### src/rtl/pipe_hazard_ctrl.sv
// Pipeline sequencer for FD/DX/XM/MW: per-stage advance/hold/bubble decisions from
// load-use, redirect, I/D-memory stall and halt-drain events, plus a saturating stall counter.
module pipe_hazard_ctrl #(
  parameter int REG_W = 3,
  parameter int CNT_W = 16
) (
  input  logic             clk,
  input  logic             rst,
  input  logic [REG_W-1:0] FD_rs,
  input  logic [REG_W-1:0] FD_rt,
  input  logic             FD_useRs,
  input  logic             FD_useRt,
  input  logic             FD_halt,
  input  logic             DX_memRead,
  input  logic [REG_W-1:0] DX_writeReg,
  input  logic             DX_regWrite,
  input  logic             X_redirect,
  input  logic             iMem_stall,
  input  logic             dMem_stall,
  input  logic             MW_halt,
  output logic             pc_en,
  output logic             FD_en,
  output logic             DX_en,
  output logic             XM_en,
  output logic             MW_en,
  output logic             FD_flush,
  output logic             DX_flush,
  output logic             XM_flush,
  output logic             MW_flush,
  output logic             halted,
  output logic [CNT_W-1:0] stall_cnt
);

  typedef enum logic [1:0] {RUN, MEM_WAIT, DRAIN, HALTED} state_t;

  state_t state, state_nxt;
  logic   load_use;

  // r0 is deliberately not special-cased: any specifier match stalls.
  assign load_use = DX_memRead & DX_regWrite &
                    ((FD_useRs & (FD_rs == DX_writeReg)) |
                     (FD_useRt & (FD_rt == DX_writeReg)));

  always_comb begin
    state_nxt = state;
    pc_en     = 1'b1;
    FD_en     = 1'b1;
    DX_en     = 1'b1;
    XM_en     = 1'b1;
    MW_en     = 1'b1;
    FD_flush  = 1'b0;
    DX_flush  = 1'b0;
    XM_flush  = 1'b0;
    MW_flush  = 1'b0;

    if (rst) begin
      state_nxt = RUN;
      pc_en     = 1'b0;
      FD_en     = 1'b0;
      DX_en     = 1'b0;
      XM_en     = 1'b0;
      MW_en     = 1'b0;
      FD_flush  = 1'b1;
      DX_flush  = 1'b1;
      XM_flush  = 1'b1;
      MW_flush  = 1'b1;
    end else begin
      case (state)
        // MEM_WAIT re-runs the full RUN priority once the data memory is ready,
        // so a redirect or hazard held during the wait is acted on then.
        RUN, MEM_WAIT: begin
          if (dMem_stall) begin
            pc_en     = 1'b0;
            FD_en     = 1'b0;
            DX_en     = 1'b0;
            XM_en     = 1'b0;
            MW_flush  = 1'b1;
            state_nxt = MEM_WAIT;
          end else if (X_redirect) begin
            FD_flush  = 1'b1;
            DX_flush  = 1'b1;
            state_nxt = RUN;
          end else if (load_use) begin
            pc_en     = 1'b0;
            FD_en     = 1'b0;
            DX_flush  = 1'b1;
            state_nxt = RUN;
          end else if (iMem_stall) begin
            pc_en     = 1'b0;
            FD_flush  = 1'b1;
            state_nxt = RUN;
          end else if (FD_halt) begin
            pc_en     = 1'b0;
            state_nxt = DRAIN;
          end else begin
            state_nxt = RUN;
          end
        end
        DRAIN: begin
          if (dMem_stall) begin
            pc_en    = 1'b0;
            FD_en    = 1'b0;
            DX_en    = 1'b0;
            XM_en    = 1'b0;
            MW_flush = 1'b1;
          end else if (X_redirect) begin
            // An older taken branch squashes the HALT still in flight.
            FD_flush  = 1'b1;
            DX_flush  = 1'b1;
            state_nxt = RUN;
          end else begin
            pc_en    = 1'b0;
            FD_flush = 1'b1;
            if (MW_halt) state_nxt = HALTED;
          end
        end
        HALTED: begin
          pc_en = 1'b0;
          FD_en = 1'b0;
          DX_en = 1'b0;
          XM_en = 1'b0;
          MW_en = 1'b0;
        end
        default: state_nxt = RUN;
      endcase
    end
  end

  always_ff @(posedge clk) begin
    if (rst) begin
      state     <= RUN;
      halted    <= 1'b0;
      stall_cnt <= '0;
    end else begin
      state  <= state_nxt;
      halted <= (state_nxt == HALTED);
      if ((state != HALTED) && !pc_en && (stall_cnt != '1))
        stall_cnt <= stall_cnt + CNT_W'(1);
    end
  end

endmodule

### config.mk
export PLATFORM = sky130hd
export DESIGN_NAME = pipe_hazard_ctrl
export DESIGN_NICKNAME = d
export VERILOG_FILES = /design/src/rtl/pipe_hazard_ctrl.sv
export SDC_FILE = /design/constraint.sdc
export NUM_CORES = 1
export LEC_CHECK = 0
export CAP_MARGIN = 10
export CORE_MARGIN = 2
export CORE_UTILIZATION = 38
export CTS_CLUSTER_DIAMETER = 100
export DETAILED_ROUTE_END_ITERATION = 10
export PLACE_DENSITY = 0.73
export SLEW_MARGIN = 20
export SYNTH_ARGS = -nofsm -noshare
export SYNTH_HDL_FRONTEND = slang
export SYNTH_SLANG_ARGS = --single-unit
### constraint.sdc
create_clock -name clk -period 2 [get_ports clk]
set_input_delay 0.3 -clock clk [delete_from_list [all_inputs] [get_ports clk]]
set_output_delay 0.3 -clock clk [all_outputs]
set_load 0.1 [all_outputs]
==> results of run 1 <==
## repair_timing
action	4_1_cts	5_1_grt
setup buffers	4	3
endpoints found under the setup margin	18	10
cloned	0	2
resized for setup	59	18
pin swaps	14	13
## registers in the layout, summed over array words and instances, names as in the netlist
name / flops
stall_cnt: 16
state: 2
halted: 1
## Yosys cell counts
cell,instances
and3_1,4
nand2_1,9
a21boi_0,1
a31o_2,1
inv_1,2
mux2i_1,1
nand2b_1,1
xor2_1,1
nor2_1,10
o21bai_1,1
a211oi_1,1
buf_2,2
o21ai_0,11
buf_6,1
and4_1,1
nand4_1,4
a2111oi_4,1
and2_1,1
dfxtp_1,19
o21ai_2,1
buf_4,2
nor4_1,1
clkbuf_1,4
a21oi_1,17
a2111oi_0,1
a21o_1,1
xnor2_1,6
or3_1,9
ha_1,1
or4_1,7
nand3_1,8
o31ai_1,5
nor2b_1,5
## power breakdown
| part | internal [uW] | switching (uW) | total, uW |
|---|---|---|---|
| Sequential | 382 | 14.4 | 397 |
| Clock | 76.2 | 124 | 200 |
| Combinational | 161 | 237 | 398 |
## metrics by stage
step	hold WS, ns	total power [uW]	utilization [%]	instances	TNS [ns]
floorplan	0.539	636	-	140	-0.254
global placement	0.468	762	65.4	224	-7.84
detailed placement	0.481	766	65.4	224	-8.81
CTS	0.501	974	68.5	232	-0.0367
global route	0.524	1040	73.1	235	-0.215
finish	0.499	995	73.1	235	-0.0235
## cells by family (layout without fill, tap and decap cells)
group / Yosys count / count (layout) / share of synthesized area (%)
simple gates: 60 / 60 / 29.6
compound gates: 41 / 41 / 23.5
flops: 19 / 19 / 34.2
buf+inv: 11 / 75 / 5.28
xor+xnor: 7 / 7 / 5.51
fa+ha+maj: 1 / 1 / 1.12
mux: 1 / 1 / 0.899
## layer usage
layer	wire [um]	global-route usage [%]	vias to the layer above
li1	-	-	647
met1	1400	23.8	641
met2	2050	37.3	40
met3	130	4.46	4
met4	29	5.98	0
met5	0	0	-
## how the worst max path moves through the flow
stage | depth (start not counted) | slack [ns] | to | from
floorplan | 4 | -0.25 | XM_en | rst
global placement | 8 | -0.51 | stall_cnt[12] | DX_writeReg[2]
detailed placement | 8 | -0.56 | stall_cnt[12] | DX_writeReg[1]
CTS | 8 | -0.04 | FD_flush | DX_writeReg[2]
global route | 8 | -0.09 | FD_flush | DX_writeReg[1]
finish | 8 | -0.02 | FD_flush | DX_writeReg[1]
## worst register-to-register path, delay by kind of cell (launching register included)
family / cells / cell delay [ns]
and+or+nand+nor: 3 / 0.96
DFF: 1 / 0.36
AOI/OAI and AO/OA: 3 / 0.42
buffers and inverters: 1 / 0.14
## cell type report
type	count	area, sq um	area share (%)
clock inverter	1	7.51	0.369
clock buffer	3	22.5	1.11
inverter	2	7.51	0.369
sequential	19	425	20.9
tap	31	38.8	1.91
multi-input combinational	110	827	40.7
timing repair buffer	69	706	34.7
==> results by stage, run 1 <==
CTS:
- TritonCTS built the clock tree.
- The number of buffers added to fix hold violations after cts is 0.
- CTS built an H-tree with a depth of 1.
- The total clock sinks is 19.
- The number of clock buffers added by TritonCTS is 3.
- The root buffer cell chosen for the clock tree is clkbuf_4.
- Counting along the longest clock path gives a buffer depth of 2.
- The post-CTS clock slew at the launch and capture registers of the worst setup and hold paths is 0.11 ns.
- For the worst-skew pair, the clock arrives at the later sink with an insertion delay of 0.30 ns.

Critical path:
- The number of buffer and inverter instances along the worst setup path is 3.
- The worst reg2reg path endpoint is stall_cnt[14].
- The maximum fanout count along the critical path is 2.
- The worst register-to-register path has a setup slack of 0.06 ns.
- The category of the worst setup path launch point is an input port.
- The kind of end point of the critical path is a primary output.
- The longest individual stage delay on the worst path is 0.39 ns.
- The worst register-to-register path begins at stall_cnt[4].
- For the worst setup path, the data required time is 1.70 ns.
- The signal on the critical path passes through buf_8 > xnor2_2 > nand4_1 > a2111oi_4 > buf_4 > nor2_4 > a31o_4 > buf_12.
- The largest individual stage delay along the critical path comes from the cell a2111oi_4.
- The family with the most delay on the worst path is compound AO/OA/AOI/OAI gates.
- The category of the critical setup timing path is in -> out.
- At the worst endpoint, the arrival time is 1.72 ns.
- The number of cells on the worst reg-to-reg path is 7.

Power:
- Across the VDD grid, the largest voltage drop is 0.000518 V.
- The cell leakage power is 0.000833 uW.
- In this run the power density over the cells is 489 nW/um^2.

STA:
- Setup violations remaining at the end of the flow were counted as 1.
- The tightest slew margin relative to the limit is 74.2%.
- Timing would allow up to 0.494 GHz.
- The worst clock skew on the final layout is 0.00620 ns.
- Setup repair after global routing could not meet its margin everywhere.
- The shortest clock period the worst path allows after layout is 2.02 ns.
- The count of final max-slew check failures was 0.
- The number of hold violations in the final report is 0.
- The share of the clock period used by the worst path is 101%.
- The slew at the pin closest to its max-slew limit is 0.377 ns.
- In the post-route analysis, the smallest setup slack over all paths is -0.0235 ns.

Routing:
- Once detail routing completed, the nets flagged for antenna violations numbered 0.
- In this run, the number of DRC markers left after iteration 0 of detailed routing was 51.
- Summed over all layers, the routed wires come to 3620 um.
- After detailed routing, the number of vias per cell comes to 5.67.
- The first detailed-routing pass ran for 4 iterations.
- After detailed routing, the number of remaining DRC violations is 0.
- The average wire per standard cell is 15.4 um.
- The number of vias in the routed layout is 1332.

Finish:
- In the layout the commonest cells are buf_4 (36), a21oi_1 (13), o21ai_0 (10), buf_12 (10).
- The count of inserted antenna diode cells is 0.
- Counting the fill cells in the layout gives 207.
- Summing all non-filler instances in the final layout gives an area of 2030 sq um.
- The signed area change from the synthesized netlist to the final layout is 82.7%.
- The final net count is 226.
- The fraction of final layout cells sized beyond drive strength 1 is 52.0%.
- The most frequent standard cell in the layout excluding fill and tap cells is buf_4.

Worst hold path:
- The startpoint of the tightest hold check path is stall_cnt[15].
- Counting instances, the worst hold path has a depth of 2.
- In this run the worst hold path is classified as reg -> reg.
- The worst hold path endpoint is stall_cnt[15].

Global routing:
- The via count of the first global-routing pass was 1244.
- Entering global routing, the biggest net connects 28 pins.
- The initial antenna violation count came to 0.
- The overall overflow remaining after global route is 0.
- The first global-routing pass estimated 5350 um of wire.
- The global-route total usage across every layer is 20.5%.

Synth:
- The net count of the mapped netlist is 161.
- Summed over its instances, the top area cell type makes up 34.2% of the synthesized netlist area.
- The synthesized design spends more area on one cell type than any other, namely dfxtp_1.
- The number of unique standard cell types used by synthesis is 33.
- Synthesis inferred 19 register bits.
- Dividing the synthesized area by the synthesized cell count gives 7.95 sq um.
- By area the synthesized netlist is led by dfxtp_1 (34%), a21oi_1 (7.6%), or3_1 (5.1%).
- Summing every instance area after synthesis gives 1110 sq um.
- The number of instances in the synthesized netlist is 140.
- The number of warnings issued by yosys is 0.
- The sequential-to-total area share from yosys stat is 34.2%.

Floorplan:
- The die is 58.1 um wide.
- 46 I/O pins were placed.
- The effective utilization at floorplan is 40.0%.
- The floorplan has 19 rows.
- The vertical die dimension is 58.1 um.
- The floorplan core area is 2780 sq um.
- The floorplan step defined a die boundary enclosing 3380 sq um.

Placed design:
- The count of buffers added on input and output ports is 45.
- The congestion estimate from routability-driven global placement came to 0.786.
- The placed instance area is 1820 sq um.
- The worst slack at placement is -0.559 ns.
- The total half-perimeter wirelength after legalization and detailed placement is 2410 um.

Outcome:
- The flow ran to the end, but the final reports show violations.
- The checks that failed: negative setup slack.

Run:
- The count of maximum capacitance violations is 0.
Note: power is estimated with default switching activity, not from simulation.
==> run 2, diff against run 1 <==
--- a/config.mk
+++ b/config.mk
@@ -9,6 +9,7 @@
 export CORE_MARGIN = 2
 export CORE_UTILIZATION = 38
 export CTS_CLUSTER_DIAMETER = 100
+export CTS_CLUSTER_SIZE = 25
 export DETAILED_ROUTE_END_ITERATION = 10
 export PLACE_DENSITY = 0.73
 export SLEW_MARGIN = 20
==> results of run 2 <==
No change in the layout: final DEF, timing and power equal those of run 1.
